--- config.mk ---
export PLATFORM = sky130hd
export DESIGN_NAME = uart_packet_parser_flat
export DESIGN_NICKNAME = d
export VERILOG_FILES = /design/src/rtl/uart_packet_parser_if.sv /design/src/rtl/uart_packet_parser.sv /design/src/flat_wrapper.sv
export SDC_FILE = /design/constraint.sdc
export NUM_CORES = 1
export LEC_CHECK = 0
export CAP_MARGIN = 25
export CORE_MARGIN = 1.5
export CORE_UTILIZATION = 45
export CTS_CLUSTER_DIAMETER = 80
export DETAILED_ROUTE_END_ITERATION = 10
export PLACE_DENSITY = 0.73
export SYNTH_ARGS = -nofsm -noshare
export SYNTH_HDL_FRONTEND = slang
export SYNTH_SLANG_ARGS = --single-unit
--- constraint.sdc ---
create_clock -name clk_in -period 3.1 [get_ports clk_in]
set_clock_uncertainty 0.05 [all_clocks]
set_input_delay 0.31 -clock clk_in [delete_from_list [all_inputs] [get_ports clk_in]]
set_output_delay 0.31 -clock clk_in [all_outputs]
set_load 0.05 [all_outputs]
--- src/rtl/uart_packet_parser_if.sv ---
`default_nettype none
// ============================================================================
//  Module   : uart_packet_parser_if
//  Purpose  : Bundles the byte-strobe input, packet valid/ready handshake and
//             error pulses of uart_packet_parser.
//  Signals  : new_data_in/data_byte_in   byte strobe from the UART receiver
//             packet_ready_in            consumer accepts the held packet
//             packet_valid_out, cmd_out, len_out, payload_out   held packet
//             *_err_out                  single-cycle error pulses
//  Modports : slave  - the parser
//             master - the environment (UART receiver + packet consumer)
//  Revision : 1.0 - initial release
// ============================================================================
interface uart_packet_parser_if #(
  parameter int MAX_PAYLOAD = 4
) ();
  localparam int c_len_w = $clog2(MAX_PAYLOAD + 1);

  logic                     new_data_in;
  logic [7:0]               data_byte_in;
  logic                     packet_ready_in;
  logic                     packet_valid_out;
  logic [7:0]               cmd_out;
  logic [c_len_w-1:0]       len_out;
  logic [8*MAX_PAYLOAD-1:0] payload_out;
  logic                     checksum_err_out;
  logic                     len_err_out;
  logic                     overrun_err_out;
  logic                     timeout_err_out;

  modport slave (
    input  new_data_in, data_byte_in, packet_ready_in,
    output packet_valid_out, cmd_out, len_out, payload_out,
    output checksum_err_out, len_err_out, overrun_err_out, timeout_err_out
  );

  modport master (
    output new_data_in, data_byte_in, packet_ready_in,
    input  packet_valid_out, cmd_out, len_out, payload_out,
    input  checksum_err_out, len_err_out, overrun_err_out, timeout_err_out
  );
endinterface
`default_nettype wire

--- src/rtl/uart_packet_parser.sv ---
`default_nettype none
// ============================================================================
//  Module   : uart_packet_parser
//  Purpose  : Assembles UART bytes into SYNC/LEN/CMD/payload/checksum frames,
//             validates length and 8-bit additive checksum, and holds each
//             good packet on a valid/ready handshake.
//  Ports    : clk_in  - system clock
//             rst_in  - synchronous active-high reset
//             bus     - uart_packet_parser_if.slave (byte strobe, packet
//                       handshake, error pulses)
//  Options  : define UART_PARSER_TIMEOUT_EN to build the inter-byte timeout;
//             otherwise timeout_err_out is tied low.
//  Revision : 1.0 - initial release
// ============================================================================
module uart_packet_parser #(
  parameter logic [7:0] SYNC_BYTE      = 8'hA5,
  parameter int         MAX_PAYLOAD    = 4,
  parameter int         TIMEOUT_CYCLES = 1_000_000
) (
  input  wire logic            clk_in,
  input  wire logic            rst_in,
  uart_packet_parser_if.slave  bus
);
  localparam int         c_len_w  = $clog2(MAX_PAYLOAD + 1);
  localparam logic [7:0] c_max_pl = 8'(MAX_PAYLOAD);

  typedef enum logic [2:0] {
    ST_IDLE    = 3'd0,
    ST_LEN     = 3'd1,
    ST_CMD     = 3'd2,
    ST_PAYLOAD = 3'd3,
    ST_CHECK   = 3'd4,
    ST_HOLD    = 3'd5
  } state_t;

  state_t                   r_state;
  logic [c_len_w-1:0]       r_len;
  logic [c_len_w-1:0]       r_idx;
  logic [7:0]               r_sum;
  logic [7:0]               r_cmd;
  logic [8*MAX_PAYLOAD-1:0] r_payload;
  logic                     r_valid;
  logic                     r_cks_err;
  logic                     r_len_err;
  logic                     r_ovr_err;

  wire logic [c_len_w-1:0]  w_idx_next = r_idx + c_len_w'(1);
  wire logic [7:0]          w_byte     = bus.data_byte_in;

`ifdef UART_PARSER_TIMEOUT_EN
  localparam int c_tmo_w = (TIMEOUT_CYCLES > 1) ? $clog2(TIMEOUT_CYCLES) : 1;
  logic [c_tmo_w-1:0] r_tmo_cnt;
  logic               r_tmo_err;
  // Counter only runs while a frame is partially received.
  wire logic w_in_frame = (r_state != ST_IDLE) && (r_state != ST_HOLD);
`endif

  always_ff @(posedge clk_in) begin
    if (rst_in) begin
      r_state   <= ST_IDLE;
      r_len     <= '0;
      r_idx     <= '0;
      r_sum     <= '0;
      r_cmd     <= '0;
      r_payload <= '0;
      r_valid   <= 1'b0;
      r_cks_err <= 1'b0;
      r_len_err <= 1'b0;
      r_ovr_err <= 1'b0;
`ifdef UART_PARSER_TIMEOUT_EN
      r_tmo_cnt <= '0;
      r_tmo_err <= 1'b0;
`endif
    end else begin
      r_cks_err <= 1'b0;
      r_len_err <= 1'b0;
      r_ovr_err <= 1'b0;
      case (r_state)
        ST_IDLE: begin
          if (bus.new_data_in && (w_byte == SYNC_BYTE)) r_state <= ST_LEN;
        end
        ST_LEN: begin
          if (bus.new_data_in) begin
            if (w_byte > c_max_pl) begin
              r_len_err <= 1'b1;
              r_state   <= ST_IDLE;
            end else begin
              r_len     <= w_byte[c_len_w-1:0];
              r_idx     <= '0;
              r_payload <= '0;
              r_sum     <= w_byte;
              r_state   <= ST_CMD;
            end
          end
        end
        ST_CMD: begin
          if (bus.new_data_in) begin
            r_cmd   <= w_byte;
            r_sum   <= r_sum + w_byte;
            r_state <= (r_len == '0) ? ST_CHECK : ST_PAYLOAD;
          end
        end
        ST_PAYLOAD: begin
          if (bus.new_data_in) begin
            // Byte lane selected by the running index; SYNC_BYTE is plain data here.
            for (int i = 0; i < MAX_PAYLOAD; i++) begin
              if (r_idx == c_len_w'(i)) r_payload[8*i +: 8] <= w_byte;
            end
            r_sum <= r_sum + w_byte;
            r_idx <= w_idx_next;
            if (w_idx_next == r_len) r_state <= ST_CHECK;
          end
        end
        ST_CHECK: begin
          if (bus.new_data_in) begin
            if (w_byte == r_sum) begin
              r_valid <= 1'b1;
              r_state <= ST_HOLD;
            end else begin
              r_cks_err <= 1'b1;
              r_state   <= ST_IDLE;
            end
          end
        end
        ST_HOLD: begin
          // Any byte arriving while a packet is held is lost, even on the
          // handshake cycle itself.
          if (bus.new_data_in) r_ovr_err <= 1'b1;
          if (bus.packet_ready_in) begin
            r_valid <= 1'b0;
            r_state <= ST_IDLE;
          end
        end
        default: r_state <= ST_IDLE;
      endcase
`ifdef UART_PARSER_TIMEOUT_EN
      r_tmo_err <= 1'b0;
      if (w_in_frame) begin
        // A strobe on the limit cycle wins; the case above already consumed it.
        if (bus.new_data_in) begin
          r_tmo_cnt <= '0;
        end else if (r_tmo_cnt == c_tmo_w'(TIMEOUT_CYCLES - 1)) begin
          r_tmo_cnt <= '0;
          r_tmo_err <= 1'b1;
          r_state   <= ST_IDLE;
        end else begin
          r_tmo_cnt <= r_tmo_cnt + c_tmo_w'(1);
        end
      end else begin
        r_tmo_cnt <= '0;
      end
`endif
    end
  end

  assign bus.packet_valid_out = r_valid;
  assign bus.cmd_out          = r_cmd;
  assign bus.len_out          = r_len;
  assign bus.payload_out      = r_payload;
  assign bus.checksum_err_out = r_cks_err;
  assign bus.len_err_out      = r_len_err;
  assign bus.overrun_err_out  = r_ovr_err;
`ifdef UART_PARSER_TIMEOUT_EN
  assign bus.timeout_err_out  = r_tmo_err;
`else
  assign bus.timeout_err_out  = 1'b0;
`endif

endmodule
`default_nettype wire

--- src/flat_wrapper.sv ---
// flat-port wrapper written by rule: the top's interface ports become plain ports
module uart_packet_parser_flat 
#(
  parameter logic [7:0] SYNC_BYTE      = 8'hA5,
  parameter int         MAX_PAYLOAD    = 4,
  parameter int         TIMEOUT_CYCLES = 1_000_000
)
  (clk_in, rst_in, bus_new_data_in, bus_data_byte_in, bus_packet_ready_in, bus_packet_valid_out, bus_cmd_out, bus_len_out, bus_payload_out, bus_checksum_err_out, bus_len_err_out, bus_overrun_err_out, bus_timeout_err_out);
  uart_packet_parser_if #(.MAX_PAYLOAD(MAX_PAYLOAD)) bus_i ();
  input  wire logic clk_in;
  input  wire logic rst_in;
  input wire logic [$bits(bus_i.new_data_in)-1:0] bus_new_data_in;
  input wire logic [$bits(bus_i.data_byte_in)-1:0] bus_data_byte_in;
  input wire logic [$bits(bus_i.packet_ready_in)-1:0] bus_packet_ready_in;
  output wire logic [$bits(bus_i.packet_valid_out)-1:0] bus_packet_valid_out;
  output wire logic [$bits(bus_i.cmd_out)-1:0] bus_cmd_out;
  output wire logic [$bits(bus_i.len_out)-1:0] bus_len_out;
  output wire logic [$bits(bus_i.payload_out)-1:0] bus_payload_out;
  output wire logic [$bits(bus_i.checksum_err_out)-1:0] bus_checksum_err_out;
  output wire logic [$bits(bus_i.len_err_out)-1:0] bus_len_err_out;
  output wire logic [$bits(bus_i.overrun_err_out)-1:0] bus_overrun_err_out;
  output wire logic [$bits(bus_i.timeout_err_out)-1:0] bus_timeout_err_out;
  assign bus_i.new_data_in = bus_new_data_in;
  assign bus_i.data_byte_in = bus_data_byte_in;
  assign bus_i.packet_ready_in = bus_packet_ready_in;
  assign bus_packet_valid_out = bus_i.packet_valid_out;
  assign bus_cmd_out = bus_i.cmd_out;
  assign bus_len_out = bus_i.len_out;
  assign bus_payload_out = bus_i.payload_out;
  assign bus_checksum_err_out = bus_i.checksum_err_out;
  assign bus_len_err_out = bus_i.len_err_out;
  assign bus_overrun_err_out = bus_i.overrun_err_out;
  assign bus_timeout_err_out = bus_i.timeout_err_out;
  uart_packet_parser #(.SYNC_BYTE(SYNC_BYTE), .MAX_PAYLOAD(MAX_PAYLOAD), .TIMEOUT_CYCLES(TIMEOUT_CYCLES)) u_core (.clk_in(clk_in), .rst_in(rst_in), .bus(bus_i));
endmodule
==> results.sh, run 1 <==
export IMPL_slew_viol_final=0
export IMPL_startpoint_type="input port"
export IMPL_worstHoldPathCells=3
export IMPL_wirelength_mm=9.32
export IMPL_clk_pin_slew_ns=0.06
export IMPL_p_per_area_nw_per_um2=406
export IMPL_syn_area_um2=3310
export IMPL_clock_latency_ns=0.33
export IMPL_pin_count=60
export IMPL_postCtsSetupRepairBufs=0
export IMPL_numCtsBuffers=9
export IMPL_hold_path_class="in2reg"
export IMPL_place_inst=528
export IMPL_grt_usage_pct=24.9
export IMPL_synth_flop_cell="dfxtp_1"
export IMPL_h_tree_depth=3
export IMPL_p_leak_nw=1.46
export IMPL_synth_distinct_cells=57
export IMPL_cts_buffer_depth=2
export IMPL_clkSinkCount=61
export IMPL_timing_fmax_ghz=0.413
export IMPL_overflow=0
export IMPL_slew_headroom_pct=51.8
export IMPL_final_common_cell="dfxtp_1"
export IMPL_final_cell_mix="61 x dfxtp_1, 57 x clkdlybuf4s50_1, 45 x a21oi_1"
export IMPL_drcViolationCount=0
export IMPL_firstDrtPassIters=5
export IMPL_via_count=3233
export IMPL_endpoint_kind="register"
export IMPL_wl_per_cell_um=17.1
export IMPL_layout_nets=465
export IMPL_fin_crit_sh_pct=78.1
export IMPL_yosys_warnings=0
export IMPL_synth_nets=419
export IMPL_crit_type="in2reg"
export IMPL_rsz0062_at_grt="false"
export IMPL_cts_resized=0
export IMPL_reg2regPathDepth=5
export IMPL_synth_edff_count=0
export IMPL_fp_dieW_um=88.8
export IMPL_utilization_pct=57.9
export IMPL_dr_first_iter_drc_count=263
export IMPL_nFillCells=665
export IMPL_grt_max_degree=55
export IMPL_synthCells=394
export IMPL_final_cells=544
export IMPL_area_delta_synth_final_pct=25.4
export IMPL_vdd_drop_max_mv=0.297
export IMPL_initial_core_util_pct=46.2
export IMPL_critPathArrivalTime_ns=2.59
export IMPL_hold_viol_final=0
export IMPL_grt_pass1_wl_mm=15.0
export IMPL_die_area_um2=7890
export IMPL_syn_avg_cell_area_um2=8.41
export IMPL_tns_ns=0
export IMPL_required_ns=3.27
export IMPL_rows=31
export IMPL_worst_pin_slew_ns=0.723
export IMPL_n_antenna_cell=0
export IMPL_maxCapViolations=0
export IMPL_finalSetupViolCount=0
export IMPL_drive_above_1_share_pct=6.97
export IMPL_globalplace_congestion=0.873
export IMPL_yosys_register_bits=61
export IMPL_cts_root_buf="clkbuf_8"
export IMPL_grt_pass1_vias=2950
export IMPL_status="finished, final reports clean"
export IMPL_holdWs_ns=0.350
export IMPL_postCtsHoldBufs=0
export IMPL_critPathMaxFanout=6
export IMPL_io_buffers=58
export IMPL_antenna_found_initial=0
export IMPL_async_reset_ff_share_pct=0
export IMPL_tritoncts="done"
export IMPL_yosysSeqAreaShare_pct=36.9
export IMPL_layout_min_cycle_time_ns=2.42
export IMPL_ant_nets=0
export IMPL_hpwl_mm=6.36
export IMPL_die_h_um=88.8
export IMPL_via_per_inst=5.94
export IMPL_core_area_um2=7180
[synthesized netlist by cell type (all sizes together) (2+ instances only)]
master | n | area (um2)
clkbuf | 20 | 75.1
a311oi | 5 | 43.8
o32ai | 7 | 61.3
or3 | 2 | 17.5
a211oi | 2 | 15.0
o41ai | 4 | 110
a21oi | 45 | 225
o21a | 5 | 37.5
xor2 | 3 | 26.3
dfxtp | 61 | 1220
o211ai | 3 | 22.5
and2 | 2 | 12.5
a211o | 3 | 26.3
nand2 | 22 | 82.6
and3 | 8 | 51.3
nand4 | 2 | 12.5
o31ai | 3 | 22.5
inv | 16 | 60.1
nor4 | 5 | 46.3
nand2b | 8 | 50.1
or4 | 3 | 22.5
nand3b | 5 | 37.5
nor3 | 13 | 70.1
a41oi | 3 | 26.3
nand3 | 35 | 175
nor2 | 11 | 41.3
buf | 11 | 68.8
o21ai | 43 | 215
a21o | 3 | 22.5
ha | 12 | 150
nor2b | 3 | 18.8
o41a | 4 | 45.0
mux2i | 4 | 40.0
o22ai | 2 | 12.5
[area by class of cell]
cell class | count | area (um2) | share of cell area, %
Sequential cell | 61 | 1220 | 29.4
Multi-Input combinational cell | 286 | 1890 | 45.4
Clock inverter | 3 | 67.6 | 1.63
Clock buffer | 13 | 159 | 3.82
Inverter | 16 | 60.1 | 1.45
Timing Repair Buffer | 66 | 636 | 15.3
Tap cell | 99 | 124 | 2.98
[routing by layer]
layer  vias to the layer above  global-route usage [%]  share of wire, %
met3                        23                    5.78               5.4
met1                      1526                    33.7                45
met2                       128                    38.4                48
li1                       1556                       -                 -
met4                         0                    9.80               2.4
met5                         -                       0                 0
[worst max-delay path: stages]
cell,delay (ns)
clkdlybuf4s50_1,0.54
ha_1,0.41
or4_1,0.57
nor4_1,0.30
o21ai_0,0.14
o32ai_1,0.32
[stage by stage]
| stage | setup WS [ns] | instance area (um2) | power [mW] |
|---|---|---|---|
| floorplan | 1.17 | 3310 | 0.855 |
| CTS | 0.692 | 4160 | 1.69 |
| finish | 0.680 | 4160 | 1.69 |
| detailed placement | 0.426 | 3930 | 0.889 |
| global placement | 0.511 | 3930 | 0.887 |
| global route | 0.551 | 4160 | 1.74 |
[logic make-up after synthesis]
kind of cell,synth area share (%)
simple gates,20.5
buf+inv,6.16
xor+xnor,1.06
flops,36.9
other cells,0.113
mux,1.21
compound gates,28.9
fa+ha+maj,5.14
[power breakdown]
| group | internal [mW] | switching (mW) |
|---|---|---|
| Combinational | 0.0283 | 0.0614 |
| Clock | 0.498 | 0.315 |
| Sequential | 0.783 | 0.0000197 |
| Total | 1.31 | 0.376 |
[path summary, 6_finish.rpt]
check                             startpoint                          to  slack, ns
hold / removal                        rst_in           u_core.r_state[1]       0.35
setup / recovery         bus_data_byte_in[6]           u_core.r_state[0]       0.68
hold reg to reg   u_core.bus.payload_out[28]  u_core.bus.payload_out[28]       0.42
setup reg to reg             u_core.r_sum[3]           u_core.r_state[0]       0.91
[registers in the layout, summed over array words and instances, names as in the netlist]
name                         cells
u_core.bus.payload_out          32
u_core.bus.cmd_out               8
u_core.r_sum                     8
u_core.bus.len_out               3
u_core.r_idx                     3
u_core.r_state                   3
u_core.bus.checksum_err_out      1
u_core.bus.len_err_out           1
u_core.bus.overrun_err_out       1
u_core.bus.packet_valid_out      1
Note: power is estimated with default switching activity, not from simulation.
==> inputs of run 2 (changes only) <==
- clock period: 3.1 -> 2.5 ns (I/O delays scaled with it)
==> results.sh, run 2 (synthesis results as in run 1) <==
export IMPL_gr_usage_met3_pct=5.50
export IMPL_h_tree_depth=3
export IMPL_final_common_cell="dfxtp_1"
export IMPL_largest_register_ffs=32
export IMPL_ant_nets=0
export IMPL_fin_crit_sh_pct=87.3
export IMPL_worst_pin_slew_ns=0.560
export IMPL_cts_resized=0
export IMPL_pwr_share_comb_pct=6.4
export IMPL_hpwl_mm=6.68
export IMPL_fin_area_um2=4330
export IMPL_power_mw=2.08
export IMPL_p_leak_nw=1.57
export IMPL_grt_pass1_vias=3157
export IMPL_internal_power_mw=1.58
export IMPL_io_buffers=58
export IMPL_grt_busiest_layer="met2"
export IMPL_die_area_um2=7890
export IMPL_slowest_delay_ns=0.59
export IMPL_seqPwrFrac_pct=46.8
export IMPL_critPathArrivalTime_ns=2.37
export IMPL_cts_buffer_depth=2
export IMPL_drive_above_1_share_pct=11.6
export IMPL_clk_pin_slew_ns=0.07
export IMPL_grt_pass1_wl_mm=15.2
export IMPL_wl_per_cell_um=16.5
export IMPL_crit_type="in2reg"
export IMPL_wirelength_mm=9.37
export IMPL_postCtsHoldBufs=0
export IMPL_via_count=3331
export IMPL_initial_core_util_pct=46.2
export IMPL_p_sw_mw=0.493
export IMPL_critPathMaxFanout=3
export IMPL_clkSinkCount=61
export IMPL_netSwitchingFraction_pct=23.8
export IMPL_layout_nets=487
export IMPL_tritoncts="done"
export IMPL_dr_first_iter_drc_count=234
export IMPL_utilization_pct=60.4
export IMPL_pin_count=60
export IMPL_holdWs_ns=0.277
export IMPL_n_antenna_cell=0
export IMPL_layout_min_cycle_time_ns=2.18
export IMPL_postPlaceCellArea_um2=4120
export IMPL_area_delta_synth_final_pct=30.8
export IMPL_clock_latency_ns=0.35
export IMPL_drcViolationCount=0
export IMPL_tns_ns=0
export IMPL_startpoint_type="input port"
export IMPL_postCtsSetupRepairBufs=0
export IMPL_cpMaxStageDelayCell="or4_1"
export IMPL_numCtsBuffers=9
export IMPL_p_clk_share_pct=46.8
export IMPL_firstDrtPassIters=4
export IMPL_core_area_um2=7180
export IMPL_rows=31
export IMPL_p_per_area_nw_per_um2=479
export IMPL_status="finished, final reports clean"
export IMPL_cts_root_buf="clkbuf_8"
export IMPL_slew_headroom_pct=62.7
export IMPL_hold_viol_final=0
export IMPL_globalplace_congestion=0.980
export IMPL_timing_fmax_ghz=0.458
export IMPL_endpoint_kind="register"
export IMPL_finalSetupViolCount=0
export IMPL_overflow=0
export IMPL_use_met2_pct=39.5
export IMPL_vdd_drop_max_mv=0.501
export IMPL_maxCapViolations=0
export IMPL_grt_usage_pct=25.0
export IMPL_required_ns=2.69
export IMPL_die_h_um=88.8
export IMPL_via_per_inst=5.89
export IMPL_slew_viol_final=0
export IMPL_fp_dieW_um=88.8
export IMPL_rsz0062_at_grt="false"
export IMPL_grt_max_degree=55
export IMPL_use_met1_pct=33.9
export IMPL_final_cell_mix="61 x dfxtp_1, 57 x clkdlybuf4s50_1, 45 x a21oi_1"
export IMPL_antenna_found_initial=0
export IMPL_hold_path_class="in2reg"
export IMPL_path_cells="clkdlybuf4s50_1 > ha_1 > or4_1 > nor4_1 > o21ai_0 > o32ai_1"
[run 2: path summary, 6_finish.rpt]
kind / start / endpoint / slack [ns] / cells after the start
hold reg to reg: u_core.bus.payload_out[5] / u_core.bus.payload_out[5] / 0.43 / 2
hold / removal: rst_in / u_core.r_state[1] / 0.28 / 3
setup / recovery: bus_data_byte_in[3] / u_core.r_state[0] / 0.32 / 6
setup reg to reg: u_core.r_sum[1] / u_core.r_state[0] / 0.43 / 5
[run 2: layer usage]
layer / wire length, um / vias up
met3: 444 / 17
met1: 4280 / 1600
met2: 4480 / 105
met4: 161 / 0
met5: 0 / -
li1: - / 1609
[run 2: critical path, delay by kind of cell]
kind	cells	cell delay (ns)
AOI/OAI and AO/OA	2	0.44
adders and majority gates	1	0.34
buffers and inverters	1	0.48
and+or+nand+nor	2	0.86
[run 2: power by group through the flow]
| stage | logic, mW | clock network, mW | registers, mW |
|---|---|---|---|
| after detailed placement | 0.131 | 0 | 0.994 |
| final | 0.133 | 0.972 | 0.971 |
| after CTS | 0.132 | 0.980 | 0.971 |
| after global routing | 0.143 | 1.03 | 0.971 |
| after global placement | 0.130 | 0 | 0.994 |
| after floorplan | 0.0671 | 0 | 0.994 |
[run 2: through the flow]
stage,cells,setup WS (ns)
after floorplan,394,0.595
after global placement,550,0.0987
after detailed placement,550,-0.0190
after CTS,566,0.344
after global routing,566,0.171
final,566,0.319
[run 2: layout make-up]
class / count / area, um2
clock buffers: 10 / 128
clock inverters: 6 / 87.6
fillers: 653 / 2840
inverters: 16 / 60.1
multi-input cells: 286 / 1890
flip-flops and latches: 61 / 1220
well taps: 99 / 124
repair buffers: 88 / 826
